## src/rtl/snitch_tcdm_pkg.sv

```systemverilog
// Shared types for the TCDM bank adapter: bank request/response structs and the AMO opcode set.
// amo_alu computes the 32-bit result of one atomic applied to a single word half.
package snitch_tcdm_pkg;

   localparam int unsigned AddrWidth = 32;
   localparam int unsigned DataWidth = 64;
   localparam int unsigned StrbWidth = DataWidth / 8;
   localparam int unsigned UserWidth = 8;
   localparam int unsigned AmoWidth  = 32;

   typedef enum logic [3:0] {
      AMONone = 4'h0,
      AMOSwap = 4'h1,
      AMOAdd  = 4'h2,
      AMOAnd  = 4'h3,
      AMOOr   = 4'h4,
      AMOXor  = 4'h5,
      AMOMax  = 4'h6,
      AMOMaxu = 4'h7,
      AMOMin  = 4'h8,
      AMOMinu = 4'h9,
      AMOLR   = 4'hA,
      AMOSC   = 4'hB
   } amo_op_e;

   typedef logic [UserWidth-1:0] user_t;

   typedef struct packed {
      logic [AddrWidth-1:0] addr;
      logic                 write;
      amo_op_e              amo;
      logic [DataWidth-1:0] data;
      logic [StrbWidth-1:0] strb;
      user_t                user;
   } mem_req_chan_t;

   typedef struct packed {
      mem_req_chan_t q;
      logic          q_valid;
   } mem_req_t;

   typedef struct packed {
      logic [DataWidth-1:0] data;
      user_t                user;
   } mem_rsp_chan_t;

   typedef struct packed {
      mem_rsp_chan_t p;
      logic          q_ready;
   } mem_rsp_t;

   function automatic logic [AmoWidth-1:0] amo_alu(amo_op_e op,
                                                   logic [AmoWidth-1:0] old,
                                                   logic [AmoWidth-1:0] operand);
      logic [AmoWidth-1:0] res;
      res = old;
      case (op)
         AMOSwap: res = operand;
         AMOAdd:  res = old + operand;
         AMOAnd:  res = old & operand;
         AMOOr:   res = old | operand;
         AMOXor:  res = old ^ operand;
         AMOMax:  res = ($signed(old) > $signed(operand)) ? old : operand;
         AMOMin:  res = ($signed(old) < $signed(operand)) ? old : operand;
         AMOMaxu: res = (old > operand) ? old : operand;
         AMOMinu: res = (old < operand) ? old : operand;
         default: res = old;
      endcase
      return res;
   endfunction

endpackage

```

## src/rtl/snitch_tcdm_bank_adapter_if.sv

```systemverilog
// Bank-port bundle between the TCDM interconnect (master) and one bank adapter (slave).
interface snitch_tcdm_bank_adapter_if;
   import snitch_tcdm_pkg::*;

   mem_req_t req;
   mem_rsp_t rsp;

   modport master (output req, input rsp);
   modport slave  (input req, output rsp);

endinterface

```

## src/rtl/snitch_amo_alu.sv

```systemverilog
// Combinational AMO datapath: merges the atomic result into the addressed 32-bit half of the old word.
module snitch_amo_alu
   import snitch_tcdm_pkg::*;
(
   input  amo_op_e              op_i,
   input  logic [DataWidth-1:0] old_i,
   input  logic [DataWidth-1:0] operand_i,
   input  logic [StrbWidth-1:0] strb_i,
   output logic [DataWidth-1:0] wdata_o,
   output logic [StrbWidth-1:0] be_o
);

   logic writes;

   // LR and SC never modify memory; any strobe other than a clean half disables the write.
   assign writes = !(op_i inside {AMONone, AMOLR, AMOSC});

   always_comb begin
      wdata_o = old_i;
      be_o    = '0;
      if (writes) begin
         if (strb_i == 8'h0F) begin
            wdata_o[AmoWidth-1:0] = amo_alu(op_i, old_i[AmoWidth-1:0], operand_i[AmoWidth-1:0]);
            be_o                  = strb_i;
         end else if (strb_i == 8'hF0) begin
            wdata_o[DataWidth-1:AmoWidth] = amo_alu(op_i, old_i[DataWidth-1:AmoWidth],
                                                    operand_i[DataWidth-1:AmoWidth]);
            be_o                          = strb_i;
         end
      end
   end

endmodule

```

## src/rtl/snitch_tcdm_bank_adapter.sv

```systemverilog
// Per-bank TCDM stage: drives a single-port SRAM, runs AMOs as a read then write-back cycle,
// and returns the old word at a fixed RspLatency regardless of access type.
module snitch_tcdm_bank_adapter
   import snitch_tcdm_pkg::*;
#(
   parameter int unsigned RspLatency = 1
) (
   input  logic                    clk_i,
   input  logic                    rst_i,
   snitch_tcdm_bank_adapter_if.slave tcdm,
   output logic                    sram_req_o,
   output logic                    sram_we_o,
   output logic [AddrWidth-1:0]    sram_addr_o,
   output logic [DataWidth-1:0]    sram_wdata_o,
   output logic [StrbWidth-1:0]    sram_be_o,
   input  logic [DataWidth-1:0]    sram_rdata_i
);

   typedef enum logic {IDLE, AMO_WB} state_e;

   state_e               state_q, state_d;
   logic [AddrWidth-1:0] addr_q, addr_d;
   logic [DataWidth-1:0] operand_q, operand_d;
   logic [StrbWidth-1:0] strb_q, strb_d;
   amo_op_e              amo_q, amo_d;
   user_t                user_q, user_d;
   logic                 sc_q, sc_d;

   logic                 is_rmw;
   logic                 q_ready;
   logic [DataWidth-1:0] amo_wdata;
   logic [StrbWidth-1:0] amo_be;
   logic [DataWidth-1:0] stage1_data;
   logic [DataWidth-1:0] rsp_data;
   user_t                rsp_user;
   mem_rsp_t             mem_rsp;

   assign is_rmw = !(tcdm.req.q.amo inside {AMONone, AMOLR});

   snitch_amo_alu i_amo_alu (
      .op_i      (amo_q),
      .old_i     (sram_rdata_i),
      .operand_i (operand_q),
      .strb_i    (strb_q),
      .wdata_o   (amo_wdata),
      .be_o      (amo_be)
   );

   always_comb begin
      state_d      = state_q;
      addr_d       = addr_q;
      operand_d    = operand_q;
      strb_d       = strb_q;
      amo_d        = amo_q;
      user_d       = user_q;
      sc_d         = 1'b0;
      q_ready      = 1'b1;
      sram_req_o   = 1'b0;
      sram_we_o    = 1'b0;
      sram_addr_o  = tcdm.req.q.addr;
      sram_wdata_o = tcdm.req.q.data;
      sram_be_o    = tcdm.req.q.strb;
      case (state_q)
         IDLE: begin
            if (tcdm.req.q_valid) begin
               sram_req_o = 1'b1;
               user_d     = tcdm.req.q.user;
               sc_d       = (tcdm.req.q.amo == AMOSC);
               if (is_rmw) begin
                  addr_d    = tcdm.req.q.addr;
                  operand_d = tcdm.req.q.data;
                  strb_d    = tcdm.req.q.strb;
                  amo_d     = tcdm.req.q.amo;
                  state_d   = AMO_WB;
               end else begin
                  sram_we_o = tcdm.req.q.write && (tcdm.req.q.amo == AMONone);
               end
            end
         end
         AMO_WB: begin
            q_ready      = 1'b0;
            sram_req_o   = 1'b1;
            sram_we_o    = 1'b1;
            sram_addr_o  = addr_q;
            sram_wdata_o = amo_wdata;
            sram_be_o    = amo_be;
            state_d      = IDLE;
         end
         default: state_d = IDLE;
      endcase
      // Reset aborts a pending write-back; the atomic is simply lost.
      if (rst_i) begin
         sram_req_o = 1'b0;
         q_ready    = 1'b1;
      end
   end

   always_ff @(posedge clk_i) begin
      if (rst_i) begin
         state_q   <= IDLE;
         addr_q    <= '0;
         operand_q <= '0;
         strb_q    <= '0;
         amo_q     <= AMONone;
         user_q    <= '0;
         sc_q      <= 1'b0;
      end else begin
         state_q   <= state_d;
         addr_q    <= addr_d;
         operand_q <= operand_d;
         strb_q    <= strb_d;
         amo_q     <= amo_d;
         user_q    <= user_d;
         sc_q      <= sc_d;
      end
   end

   // A store-conditional always reports failure instead of the SRAM word.
   assign stage1_data = sc_q ? DataWidth'(1) : sram_rdata_i;

   if (RspLatency == 2) begin : g_lat2
      logic [DataWidth-1:0] data_q, data_d;
      user_t                user2_q, user2_d;

      always_comb begin
         data_d  = stage1_data;
         user2_d = user_q;
      end

      always_ff @(posedge clk_i) begin
         if (rst_i) begin
            data_q  <= '0;
            user2_q <= '0;
         end else begin
            data_q  <= data_d;
            user2_q <= user2_d;
         end
      end

      assign rsp_data = data_q;
      assign rsp_user = user2_q;
   end else begin : g_lat1
      assign rsp_data = stage1_data;
      assign rsp_user = user_q;
   end

   always_comb begin
      mem_rsp         = '0;
      mem_rsp.q_ready = q_ready;
      if (!rst_i) begin
         mem_rsp.p.data = rsp_data;
         mem_rsp.p.user = rsp_user;
      end
   end

   assign tcdm.rsp = mem_rsp;

endmodule
```

## src/flat_wrapper.sv

```systemverilog
// flat-port wrapper written by rule: the top's interface ports become plain ports
module snitch_tcdm_bank_adapter_flat import snitch_tcdm_pkg::*;
#(
   parameter int unsigned RspLatency = 1
)
  (clk_i, rst_i, sram_req_o, sram_we_o, sram_addr_o, sram_wdata_o, sram_be_o, sram_rdata_i, tcdm_req, tcdm_rsp);
  snitch_tcdm_bank_adapter_if tcdm_i ();
  input  logic clk_i;
  input  logic rst_i;
  output logic sram_req_o;
  output logic sram_we_o;
  output logic [AddrWidth-1:0] sram_addr_o;
  output logic [DataWidth-1:0] sram_wdata_o;
  output logic [StrbWidth-1:0] sram_be_o;
  input  logic [DataWidth-1:0] sram_rdata_i;
  input wire logic [$bits(tcdm_i.req)-1:0] tcdm_req;
  output wire logic [$bits(tcdm_i.rsp)-1:0] tcdm_rsp;
  assign tcdm_i.req = tcdm_req;
  assign tcdm_rsp = tcdm_i.rsp;
  snitch_tcdm_bank_adapter #(.RspLatency(RspLatency)) u_core (.clk_i(clk_i), .rst_i(rst_i), .tcdm(tcdm_i), .sram_req_o(sram_req_o), .sram_we_o(sram_we_o), .sram_addr_o(sram_addr_o), .sram_wdata_o(sram_wdata_o), .sram_be_o(sram_be_o), .sram_rdata_i(sram_rdata_i));
endmodule
```

## config.mk

```make
export PLATFORM = sky130hd
export DESIGN_NAME = snitch_tcdm_bank_adapter_flat
export DESIGN_NICKNAME = d
export VERILOG_FILES = /design/src/rtl/snitch_tcdm_pkg.sv /design/src/rtl/snitch_tcdm_bank_adapter_if.sv /design/src/rtl/snitch_amo_alu.sv /design/src/rtl/snitch_tcdm_bank_adapter.sv /design/src/flat_wrapper.sv
export SDC_FILE = /design/constraint.sdc
export NUM_CORES = 1
export LEC_CHECK = 0
export CELL_PAD_IN_SITES_DETAIL_PLACEMENT = 0
export CELL_PAD_IN_SITES_GLOBAL_PLACEMENT = 1
export CORE_MARGIN = 1
export CORE_UTILIZATION = 51
export CTS_BUF_LIST = sky130_fd_sc_hd__clkbuf_8
export DETAILED_ROUTE_END_ITERATION = 6
export DONT_BUFFER_PORTS = 1
export GPL_TIMING_DRIVEN = 0
export PLACE_DENSITY = 0.92
export SLEW_MARGIN = 20
export SYNTH_ARGS = -nofsm -noshare
export SYNTH_HDL_FRONTEND = slang
export SYNTH_SLANG_ARGS = --single-unit
```

## constraint.sdc

```tcl
create_clock -name clk_i -period 10.07 [get_ports clk_i]
set_clock_uncertainty 0.05 [all_clocks]
set_input_delay 1.007 -clock clk_i [delete_from_list [all_inputs] [get_ports clk_i]]
set_output_delay 1.007 -clock clk_i [all_outputs]
set_load 0.02 [all_outputs]
```

==> key figures <==
GRT
  – Antenna violations before repair: 3
  – Total GRT Usage: 44.9%
  – Largest net degree at the start of global routing: 17
  – GRT overflow: 0
  – First-pass GRT wire length: 96,100 µm
  – Vias in the first global route: 15.5k

Critical path
  – WP data arrival: 6.23 ns
  – Startpoint Class: input port
  – Reg2reg setup slack: 6.52 ns
  – R2R cell count: 8
  – WP data required: 9.01 ns
  – Reg2reg end: u_core.operand_q[10]
  – Worst Setup SP: sram_rdata_i[13]
  – Worst r2r src: u_core.state_q
  – Worst Setup End Kind: primary output
  – Crit Path Category: in -> out
  – CP max FO: 10

Yosys
  – Mapped cell area: 0.0145 mm²
  – Synth top cells by count: nand2_1, a21oi_1, ha_1
  – Post-synth net total: 2,464
  – Mapped Cells: 2,086
  – YS warnings: 0
  – Top FF cell, synth: dfxtp_1
  – Ys async rst share: 0%
  – Synth area leader: ha_1
  – Count leader, synth: nand2_1
  – Mapped Avg Cell Area: 6.93 µm²
  – Synth Register Bits: 118
  – Share of the synthesized area in the top cell type: 16.6%
  – Netlist cell types: 75
  – EDFF count, synth: 0
  – Register area share after synthesis: 16.3%
  – Top post-synthesis cells by area: ha_1, dfxtp_1, a21oi_1

Detailed routing
  – First DRT Iteration DRCs: 2,138
  – Vias per inst: 6.76
  – DRC: 7
  – Total routed wirelength: 66,700 µm
  – Drt wl/cell: 26.7 µm
  – Post-route ant nets: 0
  – TritonRoute pass-1 iters: 7
  – Via count: 16.9k

Timing
  – WHS: 0.407 ns
  – Unrepaired setup endpoints after global routing: false
  – Actual slew at the worst max-slew pin: 1.29 ns
  – Final Hold Vio Count: 0
  – Final Cycle Share: 72.3%
  – Worst slew margin: 13.9%
  – Setup Viol. Count Final: 0
  – Fmax: 137 MHz
  – Fin. max-slew vios: 0
  – Min Tclk post-route: 7.28 ns
  – Setup TNS: 0 ns

Place
  – Port Buffers: 0
  – Gpl congestion: 1.04
  – Cells after DPL: 2,464
  – Post-Place Cell Area: 0.0150 mm²
  – Hpwl dp: 50,000 µm

Clock tree
  – Max Root-Sink Buffers: 2
  – TritonCTS clock tree: built
  – Clock transition at path regs: 0.08 ns
  – Post-cts sizing count: 0
  – H-Tree Depth: 4
  – CTS buffer count: 17
  – Postcts setup bufs: 0
  – Hold Buf Count CTS: 0
  – Clock Tree Root: clkbuf_8
  – Clk sink count: 118
  – Latest clock arrival within the worst-skew pair: 0.52 ns

Worst hold path
  – Worst Hold Launch: u_core.rsp_user[1]
  – WHS Endpoint: u_core.rsp_user[1]
  – WHS Path Cells: 2
  – Worst Hold Class: reg -> reg

Cells and area
  – Number of nets in the layout: 2,483
  – Fillers: 2,871
  – Finished Layout Cells: 2,498
  – Layout area overhead: 6.19%
  – Design Area, Final: 0.0154 mm²
  – Share of cells above drive strength 1: 4.82%

Run
  – Total of max-cap violations: 0

Status
  – Failing checks: DRC
  – Outcome: finished, violations left

Power and ir drop
  – VDD IR-drop max: 0.116 mV
  – Lkg Pwr: 6.25 nW
  – P per Cell Area: 110 mW/mm²

Die
  – Die area: 0.0290 mm²
  – Initial Util: 51.9%
  – Row count: 61
  – Die Wd: 170 µm
  – Count of boundary I/O pins: 363
  – Die height: 170 µm
  – Core area: 0.0279 mm²
==> registers in the layout, indices dropped and copies added, names as in the netlist <==
register	flops
u_core.state_q	1
u_core.amo_q	4
u_core.sc_q	1
u_core.operand_q	64
u_core.addr_q	32
u_core.strb_q	8
u_core.rsp_user	8
==> report_power, final <==
group          internal, mW  switching (mW)
sequential            0.496          0.0262
combinational         0.211           0.482
clock                 0.208           0.266
total                 0.915           0.774
==> worst max path at each step <==
| stage | end | cells past startpoint |
|---|---|---|
| floorplan | sram_wdata_o[56] | 15 |
| global placement | sram_wdata_o[30] | 14 |
| detailed placement | sram_wdata_o[30] | 14 |
| CTS | sram_wdata_o[30] | 14 |
| global route | sram_wdata_o[30] | 14 |
| finish | sram_wdata_o[30] | 14 |
==> placed cells by master, fill, tap and decap left out, types with 9 or more instances in the layout <==
cell      count
nand2_1     331
a222oi_1     13
a221oi_1     69
inv_1       165
a221o_1      35
mux2_2       32
a311oi_1      9
clkbuf_8     18
nand2b_1     12
a21oi_1     251
nor3_1       83
a31oi_1      12
a22oi_1      15
o31ai_1       9
buf_1        11
a211o_1      10
nor4_1       10
a21o_1       40
xnor2_1      27
o21ai_0      87
nand3_1      21
nor2b_1      23
ha_1        192
buf_2        11
nand4_1      12
o211ai_1     27
xor2_1       11
a211oi_1     10
dfxtp_1     118
and3_1       10
o22ai_1      18
clkbuf_1    125
nor2_1      144
==> layer usage <==
layer	share of wire [%]	track usage, %	vias up
met3	12	10.7	206
met2	42	68.1	1174
met1	40	58.0	8026
li1	-	-	7489
met5	0	0	-
met4	5.7	25.1	0
==> through the flow <==
| step | power (mW) | util [%] | setup slack, ns |
|---|---|---|---|
| after floorplan | 1.02 | - | 4.55 |
| after global placement | 1.19 | 53.6 | 2.94 |
| after detailed placement | 1.20 | 53.7 | 3.12 |
| after CTS | 1.66 | 55.1 | 3.11 |
| after global routing | 1.75 | 55.1 | 2.80 |
| final | 1.69 | 55.1 | 2.79 |
==> kinds of logic after synthesis <==
group	synth area share (%)
compound gates	31.5
mux	2.86
fa+ha+maj	16.9
xor+xnor	2.30
buf+inv	8.53
simple gates	21.6
flops	16.3
==> final cells by class <==
class                   count  area, µm²  area share, %
clock buffers              18        248           1.61
clock inverters            14        141          0.920
inverters                 165        619           4.03
diodes                      2       5.00         0.0326
well taps                 378        473           3.08
flip-flops and latches    118       2360           15.4
plain buffers             153        617           4.02
multi-input cells        1650      10900           70.9
==> critical path, stage by stage <==
cell and delay (ns):
inv_1 0.03, ha_1 0.27, clkbuf_1 0.34, nor3b_1 0.11, o31ai_1 0.67, o311ai_1 0.22
o31ai_1 0.63, and2_0 0.22, clkbuf_1 0.25, a211o_1 0.18, nand4b_1 0.32, clkbuf_1 0.72
a221oi_1 0.22, a221oi_1 1.01
No activity file was read; power rests on OpenSTA's default activity.
